==> src/rtl/tqvp_hx2003_pulse_receiver_pkg.sv <==
// Constants shared by the pulse receiver and the transmitter driver.
// Register map, interrupt bits, state codes and symbol layout.
package tqvp_hx2003_pulse_receiver_pkg;

   localparam logic [5:0] REG0_ADDR    = 6'h00;
   localparam logic [5:0] REG1_ADDR    = 6'h04;
   localparam logic [5:0] STATUS_ADDR  = 6'h08;
   localparam logic [5:0] SYM_MEM_BASE = 6'h20;

   localparam int INT_FRAME_DONE = 0;
   localparam int INT_OVERFLOW   = 1;
   localparam int INT_SYMBOL_RX  = 2;

   localparam int SYM_LEVEL_BIT = 1;
   localparam int SYM_LONG_BIT  = 0;

   typedef enum logic [1:0] {
      ST_IDLE       = 2'd0,
      ST_WAIT_START = 2'd1,
      ST_MEASURE    = 2'd2,
      ST_DONE       = 2'd3
   } rx_state_e;

   // Low bit of a symbol's 2-bit slot within its memory word.
   function automatic logic [4:0] sym_lsb(input logic [3:0] slot);
      return {slot, 1'b0};
   endfunction

endpackage

==> src/rtl/pulse_receiver_tick_prescaler.sv <==
// Tick generator: one-cycle tick every 2^prescaler clocks.
// Clear restarts the phase so the first tick lands on the next clock.
module pulse_receiver_tick_prescaler (
   input  logic       clk,
   input  logic       rst_n,
   input  logic       clear,
   input  logic [3:0] prescaler,
   output logic       tick
);

   logic [14:0] cnt;
   logic [14:0] mask;

   assign mask = ~(15'h7fff << prescaler);
   assign tick = !clear && ((cnt & mask) == 15'd0);

   always_ff @(posedge clk) begin
      if (!rst_n) begin
         cnt <= '0;
      end else if (clear) begin
         cnt <= '0;
      end else begin
         cnt <= cnt + 15'd1;
      end
   end

endmodule

==> src/rtl/tqvp_hx2003_pulse_receiver.sv <==
// TinyQV pulse receiver: measures pulse widths on one input pin and
// packs {level, long} symbols in the transmitter's program-data format.
module tqvp_hx2003_pulse_receiver
   import tqvp_hx2003_pulse_receiver_pkg::*;
#(
   parameter int NUM_SYMBOL_WORDS = 8
) (
   input  logic        clk,
   input  logic        rst_n,
   input  logic [7:0]  ui_in,
   output logic [7:0]  uo_out,
   input  logic [5:0]  address,
   input  logic [31:0] data_in,
   input  logic [1:0]  data_write_n,
   input  logic [1:0]  data_read_n,
   output logic [31:0] data_out,
   output logic        data_ready,
   output logic        user_interrupt
);

   localparam logic [7:0] LAST_SYM = 8'(NUM_SYMBOL_WORDS * 16 - 1);

   logic [3:0]  int_status;
   logic [3:0]  int_mask;
   logic        armed;
   logic        invert_input;
   logic        idle_level;
   logic [7:0]  thr_low;
   logic [7:0]  thr_high;
   logic [7:0]  idle_timeout;
   logic [3:0]  prescaler;
   logic [2:0]  pin_sel;

   rx_state_e   state;
   logic [7:0]  symbol_count;
   logic [7:0]  dur;
   logic        lvl_q;
   logic [31:0] mem [NUM_SYMBOL_WORDS];

   logic        lvl;
   logic        lvl_edge;
   logic        at_idle;
   logic        tick;
   logic        presc_clear;
   logic        reg0_wr;
   logic        reg0_wide;
   logic        reg1_wr;
   logic        arm_wr;
   logic        abort_wr;
   logic        rec;
   logic        full_hit;
   logic        timeout;
   logic        start;
   logic        frame_end;
   logic [1:0]  sym;
   logic [3:0]  events;
   logic [3:0]  w1c;
   logic        unused;

   assign lvl      = ui_in[pin_sel] ^ invert_input;
   assign lvl_edge = lvl != lvl_q;
   assign at_idle  = lvl_q == idle_level;

   assign reg0_wr   = data_write_n != 2'b11 && address == REG0_ADDR;
   assign reg0_wide = data_write_n != 2'b00;
   assign reg1_wr   = data_write_n == 2'b10 && address == REG1_ADDR;
   assign arm_wr    = reg0_wr && data_in[7] && !armed;
   assign abort_wr  = reg0_wr && !data_in[7];
   assign w1c       = reg0_wr ? {1'b0, data_in[2:0]} : 4'd0;

   assign rec      = state == ST_MEASURE && lvl_edge && !abort_wr;
   assign full_hit = symbol_count == LAST_SYM;
   assign start    = state == ST_WAIT_START && lvl_edge && at_idle
                     && !abort_wr;
   // An edge in the same cycle always beats the timeout.
   assign timeout  = state == ST_MEASURE && !lvl_edge && tick && at_idle
                     && idle_timeout != 8'd0 && dur == idle_timeout
                     && !abort_wr;
   assign frame_end   = timeout || (rec && full_hit);
   assign presc_clear = arm_wr || rec || start;

   always_comb begin
      sym = '0;
      sym[SYM_LEVEL_BIT] = lvl_q;
      sym[SYM_LONG_BIT]  = dur >= (lvl_q ? thr_high : thr_low);
   end

   always_comb begin
      events = '0;
      events[INT_FRAME_DONE] = frame_end;
      events[INT_OVERFLOW]   = rec && full_hit;
      events[INT_SYMBOL_RX]  = rec;
   end

   pulse_receiver_tick_prescaler u_prescaler (
      .clk       (clk),
      .rst_n     (rst_n),
      .clear     (presc_clear),
      .prescaler (prescaler),
      .tick      (tick)
   );

   always_ff @(posedge clk) begin
      if (!rst_n) begin
         int_status   <= '0;
         int_mask     <= '0;
         armed        <= 1'b0;
         invert_input <= 1'b0;
         idle_level   <= 1'b0;
         thr_low      <= '0;
         thr_high     <= '0;
         idle_timeout <= '0;
         prescaler    <= '0;
         pin_sel      <= '0;
         lvl_q        <= 1'b0;
      end else begin
         lvl_q      <= lvl;
         int_status <= (int_status & ~w1c) | events;
         if (arm_wr) begin
            armed <= 1'b1;
         end else if (abort_wr || frame_end) begin
            armed <= 1'b0;
         end
         if (reg0_wr && reg0_wide) begin
            int_mask     <= data_in[11:8];
            invert_input <= data_in[12];
            idle_level   <= data_in[13];
         end
         if (reg1_wr) begin
            thr_low      <= data_in[7:0];
            thr_high     <= data_in[15:8];
            idle_timeout <= data_in[23:16];
            prescaler    <= data_in[27:24];
            pin_sel      <= data_in[30:28];
         end
      end
   end

   always_ff @(posedge clk) begin
      if (!rst_n) begin
         state        <= ST_IDLE;
         symbol_count <= '0;
         dur          <= '0;
      end else if (abort_wr) begin
         state <= ST_IDLE;
      end else if (arm_wr) begin
         state        <= ST_WAIT_START;
         symbol_count <= '0;
         dur          <= '0;
      end else begin
         case (state)
            ST_WAIT_START: begin
               if (start) begin
                  state <= ST_MEASURE;
                  dur   <= '0;
               end
            end
            ST_MEASURE: begin
               if (rec) begin
                  symbol_count <= symbol_count + 8'd1;
                  dur          <= '0;
                  if (full_hit) state <= ST_DONE;
               end else if (timeout) begin
                  state <= ST_DONE;
               end else if (tick && dur != 8'hff) begin
                  dur <= dur + 8'd1;
               end
            end
            default: ;
         endcase
      end
   end

   // Symbol memory is deliberately left unreset.
   always_ff @(posedge clk) begin
      if (rec) begin
         mem[symbol_count[6:4]][sym_lsb(symbol_count[3:0]) +: 2] <= sym;
      end
   end

   always_comb begin
      data_out = '0;
      if (data_read_n != 2'b11) begin
         if (address[5] == SYM_MEM_BASE[5]) begin
            data_out = mem[address[4:2]];
         end else begin
            case (address[3:2])
               REG0_ADDR[3:2]:
                  data_out = {16'd0, 2'b00, idle_level, invert_input,
                              int_mask, armed, 3'd0, int_status};
               REG1_ADDR[3:2]:
                  data_out = {1'b0, pin_sel, prescaler, idle_timeout,
                              thr_high, thr_low};
               STATUS_ADDR[3:2]:
                  data_out = {14'd0, dur, state, symbol_count};
               default:
                  data_out = '0;
            endcase
         end
      end
   end

   assign uo_out = {5'd0, lvl_q,
                    state == ST_WAIT_START || state == ST_MEASURE, 1'b0};
   assign data_ready     = 1'b1;
   assign user_interrupt = |(int_status & int_mask);

   assign unused = ^{data_in[31], data_in[15:14], data_in[6:3],
                     address[1:0]};

endmodule
==> config.mk <==
export PLATFORM = sky130hd
export DESIGN_NAME = tqvp_hx2003_pulse_receiver
export DESIGN_NICKNAME = d
export VERILOG_FILES = /design/src/rtl/tqvp_hx2003_pulse_receiver_pkg.sv /design/src/rtl/pulse_receiver_tick_prescaler.sv /design/src/rtl/tqvp_hx2003_pulse_receiver.sv
export SDC_FILE = /design/constraint.sdc
export NUM_CORES = 1
export LEC_CHECK = 0
export CAP_MARGIN = 20
export CORE_ASPECT_RATIO = 0.5
export CORE_MARGIN = 3
export CORE_UTILIZATION = 27
export CTS_BUF_LIST = sky130_fd_sc_hd__clkbuf_8
export DETAILED_ROUTE_END_ITERATION = 12
export HOLD_SLACK_MARGIN = 0.1
export SKIP_LAST_GASP = 1
export SYNTH_ARGS = -nofsm -noshare
export SYNTH_HDL_FRONTEND = slang
export SYNTH_SLANG_ARGS = --single-unit
==> constraint.sdc <==
create_clock -name clk -period 4.3 [get_ports clk]
set_input_delay 0.43 -clock clk [delete_from_list [all_inputs] [get_ports clk]]
set_output_delay 0.43 -clock clk [all_outputs]
set_load 0.1 [all_outputs]
# [Word-level counts from Yosys, hierarchy flattened]
# Memory sizes are Yosys's and may differ from the RTL's.
# Cells that the tools add are included.
[totals] register_bits=76 latch_bits=0 mem_bits_rw=256 mem_bits_ro=0 input_bits=52 elab_cells=130 memories=1
[mem_list] name="mem" words=8 width=32 rd=1 rd_clocked_by_memory_dff=0 write_ports=1 line_no="tqvp_hx2003_pulse_receiver.sv:38" text="logic [31:0] mem [NUM_SYMBOL_WORDS];"
[op_classes] n_addsub=4 mul=0 div_mod_pow=0 n_lt_le_gt_ge=2 eq_ne=21 shift=3 muxes=26 bitwise_logic=9 reduce_logical=48
[op_table] op="32-bit 2-to-1 mux" count=3
[op_table] op="31-bit case mux with 3 select lines" count=1
[op_table] op="8-bit 2-to-1 mux" count=9
[op_table] op="2-bit by 7-bit variable shift with 32-bit output (first input constant)" count=1
[op_table] op="2-bit by 7-bit variable part select with 32-bit output" count=1
[op_table] op="1-bit logical AND" count=20
[op_table] op="8-bit by 1-bit adder with 8-bit output (second input constant)" count=2
[op_table] op="4-bit != test (second input constant)" count=4
[op_table] op="8-bit case mux with 2 select lines" count=1
[op_table] op="15-bit by 1-bit adder with 15-bit output (second input constant)" count=1
[op_table] op="15-bit AND" count=1
[op_table] op="15-bit zero test" count=1
[op_table] op="15-bit inverter" count=1
[op_table] op="15-bit by 4-bit << shifter with 15-bit output (first input constant)" count=1
[op_table] op="2-bit nonzero test" count=5
[op_table] op="3-bit != test (second input constant)" count=3
[op_table] op="4-bit AND" count=2
[op_table] op="8-bit by 7-bit equality test with 1-bit output (second input constant)" count=1
[op_table] op="8-bit equality test" count=1
[op_table] op="8-bit >= comparator" count=1
[op_table] op="2-bit 2-to-1 mux" count=4
[op_table] op="8-bit != test (second input constant)" count=1
[op_table] op="4-bit AND reduction" count=2
[op_table] op="8-bit nonzero test" count=1
[op_table] op="other kinds (26)" count=45

# [Logic depth before layout (Yosys ltp)]
[logic_depth] depth_word=19 depth_mapped=12 depth_no_buf=10

# [Modules after synthesis]
# A second synthesis with hierarchy kept.
[hier_totals] cells_unflattened=1186 hier_area_um2=15215.8
[by_module_without_submodules] module="tqvp_hx2003_pulse_receiver" instances=1 cells_each=1086 area_each_um2=14400.1
[by_module_without_submodules] module="pulse_receiver_tick_prescaler" instances=1 cells_each=100 area_each_um2=815.8

# [Worst setup path before layout]
# Ideal clock, no wire load.
[synth_path] path_type="input to output" start="in address[2]" end="out data_out[0]" arrival_time_ps=4377 required_time_ps=3870 setup_slack_ps=-507 cell_stages=8 n_path_buf=4 path_cell_list="clkbuf_1 > clkbuf_1 > buf_2 > clkbuf_1 > mux2i_1 > nor2_1 > a211oi_1 > a211oi_1"
[synth_via] elab_chain_cells=4
[synth_lines] element="start, declared" line_no="tqvp_hx2003_pulse_receiver.sv:12" text="input logic [5:0] address,"
[synth_lines] element="2-bit equality test, or another cell as far along" line_no="tqvp_hx2003_pulse_receiver.sv:187" text="case (address[3:2])"
[synth_lines] element="31-bit case mux with 3 select lines" line_no="tqvp_hx2003_pulse_receiver.sv:187"
[synth_lines] element="32-bit 2-to-1 mux (*)" line_no="tqvp_hx2003_pulse_receiver.sv:184" text="if (address[5] == SYM_MEM_BASE[5]) begin"
[synth_lines] element="32-bit 2-to-1 mux (*)" line_no="tqvp_hx2003_pulse_receiver.sv:183" text="if (data_read_n != 2'b11) begin"
[synth_lines] element="end, declared" line_no="tqvp_hx2003_pulse_receiver.sv:16" text="output logic [31:0] data_out,"
# Mark *: on every way between the ends. The rest lies on a longest branch, timed or not.

# [Final worst setup path]
[layout_path] start="reg lvl_q" end="mem mem[6][12] (data pin)"
[layout_via] elab_chain_cells=3
[layout_lines] element="start, declared" line_no="tqvp_hx2003_pulse_receiver.sv:37" text="logic lvl_q;"
[layout_lines] element="start signal, assigned" line_no="tqvp_hx2003_pulse_receiver.sv:117" text="lvl_q <= lvl;"
[layout_lines] element="8-bit 2-to-1 mux" line_no="tqvp_hx2003_pulse_receiver.sv:85" text="sym[SYM_LONG_BIT] = dur >= (lvl_q ? thr_high : thr_low);"
[layout_lines] element="8-bit >= comparator" line_no="tqvp_hx2003_pulse_receiver.sv:85"
[layout_lines] element="2-bit by 7-bit variable part select with 32-bit output (*)" line_no="tqvp_hx2003_pulse_receiver.sv:177" text="mem[symbol_count[6:4]][sym_lsb(symbol_count[3:0]) +: 2] <= sym;"
[layout_lines] element="end, declared" line_no="tqvp_hx2003_pulse_receiver.sv:38"
# Marks and branches as above.

==> results.cfg <==
[synth]
synth_warnings = 0
synth-simple-area-share = 0.120
yosys.area_share.adder = 0.0138
ys_ff_latch = 331
synth-edff-count = 256
synthesis.area_um2 = 15200
synth.avg_cell_area_um2 = 12.9
ys_seq_area_frac = 0.603
netlist_instances = 1185
yosys.area_share.xor_xnor = 0.0202
synth_top_family_by_area = multiplexers
yosysUniqueCellTypes = 65
synth-compound-area-share = 0.0744
muxShareOfSynthArea = 0.138
synth_ff_type = edfxtp_1
ys_async_sr_fraction = 0

[placement]
place_area_um2 = 17200
io_buffers = 85
dp_hpwl_mm = 26.3
gp_congestion = 0.777
place_ws_ns = 0.761

[worst_setup_path]
worst_ep_required_time_ns = 4.56
arrival_ns = 3.62
worstPathMaxFanout = 8
endpoint_kind = flop
worst-setup-path-type = reg -> reg
start_kind = flop
cp_cell_sequence = mux2_2, ha_1, nand2b_1, a21o_1, a21o_1, a21o_1, a21o_1, a21oi_1, o21a_1, buf_4, nor3_1
crit_top_cell = a21o_1
worst_path_largest_cell_delay_ns = 0.78
slowest_stage = nor3_1

[min_path]
worstHoldPathType = in -> reg

[cells_and_area]
final_cell_mix = edfxtp_1, nor2_1, nand2_1
diodes = 0
fin_area_um2 = 18200
area_growth_pct = 19.6
drive_above_1_share = 0.192
multi_input_area_um2 = 5700
regArea_um2 = 9190
n_fill_cell = 5352
fin_nets = 1337
final_common_cell = edfxtp_1

[sta]
finalSetupTns_ns = 0
fin_ws_ns = 0.934
fin_skew_ns = 0.0299
max_freq_mhz = 297
period_needed_ns = 3.37
worst_pin_slew_ns = 1.09
finalHoldViolations = 0
slew_violations = 0
period_share = 0.783
setup_viol = 0
grt_setup_unrepaired = no
relSlewSlack = 0.273

[floorplan]
rows = 60
start_util = 0.278
io-pin-count = 94
core_um2 = 54700
die_h_um = 174
die_width_um = 342
dieArea_um2 = 59500

[cts]
cts.sinks = 331
cts.clk_slew.worst_paths_ns = 0.06
cts_resized = 0
root_buffer = clkbuf_8
cts_hold_buf = 0
numCtsBuffers = 52
cts_setup_buffers = 0
clockBufferDepth = 3
cts_tree = built
clock_latency_ns = 0.61
htreeDepth = 2

[global_route]
antenna_found_initial = 0
grt_start_max_net_pins = 52
grt_pass1_wl_mm = 59.6
gr-usage-all-layers = 0.129
grt_pass1_vias = 9908
grt_overflow = 0

[routing]
drc = 0
vias = 9763
drt-wirelength-per-cell_um = 18.9
routed_wl_mm = 38.8
vias_per_cell = 4.75
drtIter0Drc = 709
top_layer_used = met4
wl_met2_mm = 19.4
drt-met1-wl_mm = 16.6
drt_pass1_iterations = 5
wl_met3_mm = 2.20
postRouteAntennaNets = 0

[power_and_ir_drop]
p_leak_nw = 5.74
p_per_area_nw_per_um2 = 357
vdd_drop_max_uv = 189

[status]
outcome = finished, final reports clean

[run]
maxCapViolCount = 0
-- kinds of logic after synthesis --
group                      count (synthesis)
AOI/OAI and AO/OA                        154
xor gates and xnor gates                  33
adders and majority gates                 17
buffers and inverters                    110
DFF                                      331
muxes                                    126
other                                      2
and+or+nand+nor                          412
-- sequential cells by signal, indices dropped and copies added (netlist names) --
signal	flops
mem	256
u_prescaler.cnt	15
dur	8
idle_timeout	8
symbol_count	8
thr_high	8
thr_low	8
int_mask	4
prescaler	4
int_status	3
pin_sel	3
state	2
armed	1
idle_level	1
invert_input	1
lvl_q	1
-- critical path: cells and delay by family, from the launching register on --
family                   cells  cell delay, ns
buffers and inverters        1            0.22
adder cells (fa/ha/maj)      1            0.26
AND/OR/NAND/NOR              2            0.87
multiplexers                 1            0.39
flip-flops                   1            0.48
AO/OA/AOI/OAI                6            0.80
-- path summary, 6_finish.rpt --
| kind | slack (ns) | cells after the start | end | start |
|---|---|---|---|---|
| max | 0.93 | 11 | mem[6][12]$_DFFE_PP_ | lvl_q$_SDFF_PN0_ |
| min | 0.40 | 3 | thr_high[6]$_SDFFE_PN0P_ | data_in[14] |
| min reg2reg | 0.48 | 2 | thr_low[0]$_SDFFE_PN0P_ | thr_low[0]$_SDFFE_PN0P_ |
| max reg2reg | 0.93 | 11 | mem[6][12]$_DFFE_PP_ | lvl_q$_SDFF_PN0_ |
-- report_power, final --
part           leakage [nW]  total (mW)  switching [mW]  internal (mW)
clock                 0.591        2.62            1.24           1.38
sequential             2.85        3.41         0.00754           3.40
combinational          2.31       0.474           0.306          0.168
total                  5.74        6.51            1.55           4.96
-- routing by layer --
metal  vias up  global-route usage
li1       4584                   -
met1      4884               0.169
met2       247               0.221
met3        48              0.0245
met4         0              0.0315
met5         -                   0
-- stage by stage --
step,hold slack [ns],instances,power (mW),util
2_1_floorplan,0.446,1190,3.80,-
3_3_place_gp,0.472,1957,3.96,0.314
3_5_place_dp,0.478,1959,3.96,0.314
4_1_cts,0.359,2056,6.58,0.333
5_1_grt,0.387,2056,6.75,0.333
6_report,0.397,2056,6.51,0.333
-- cells in the mapped netlist (20+ instances only) --
library cell	number	area [um2]
mux2i_1	43	430
mux4_2	65	1460
a211oi_1	30	225
nand3_1	31	155
nand2_1	90	338
clkbuf_1	68	255
nor3_1	20	100
edfxtp_1	256	7690
dfxtp_1	75	1500
a21boi_0	32	240
nor2_1	197	739
-- area by class of cell --
class	count	area share
Clock buffer	52	0.0393
Clock inverter	45	0.0172
Inverter	17	0.00350
Multi-Input combinational cell	749	0.313
Sequential cell	331	0.504
Tap cell	744	0.0511
Timing Repair Buffer	118	0.0719
Note: power is estimated with default switching activity, not from simulation.
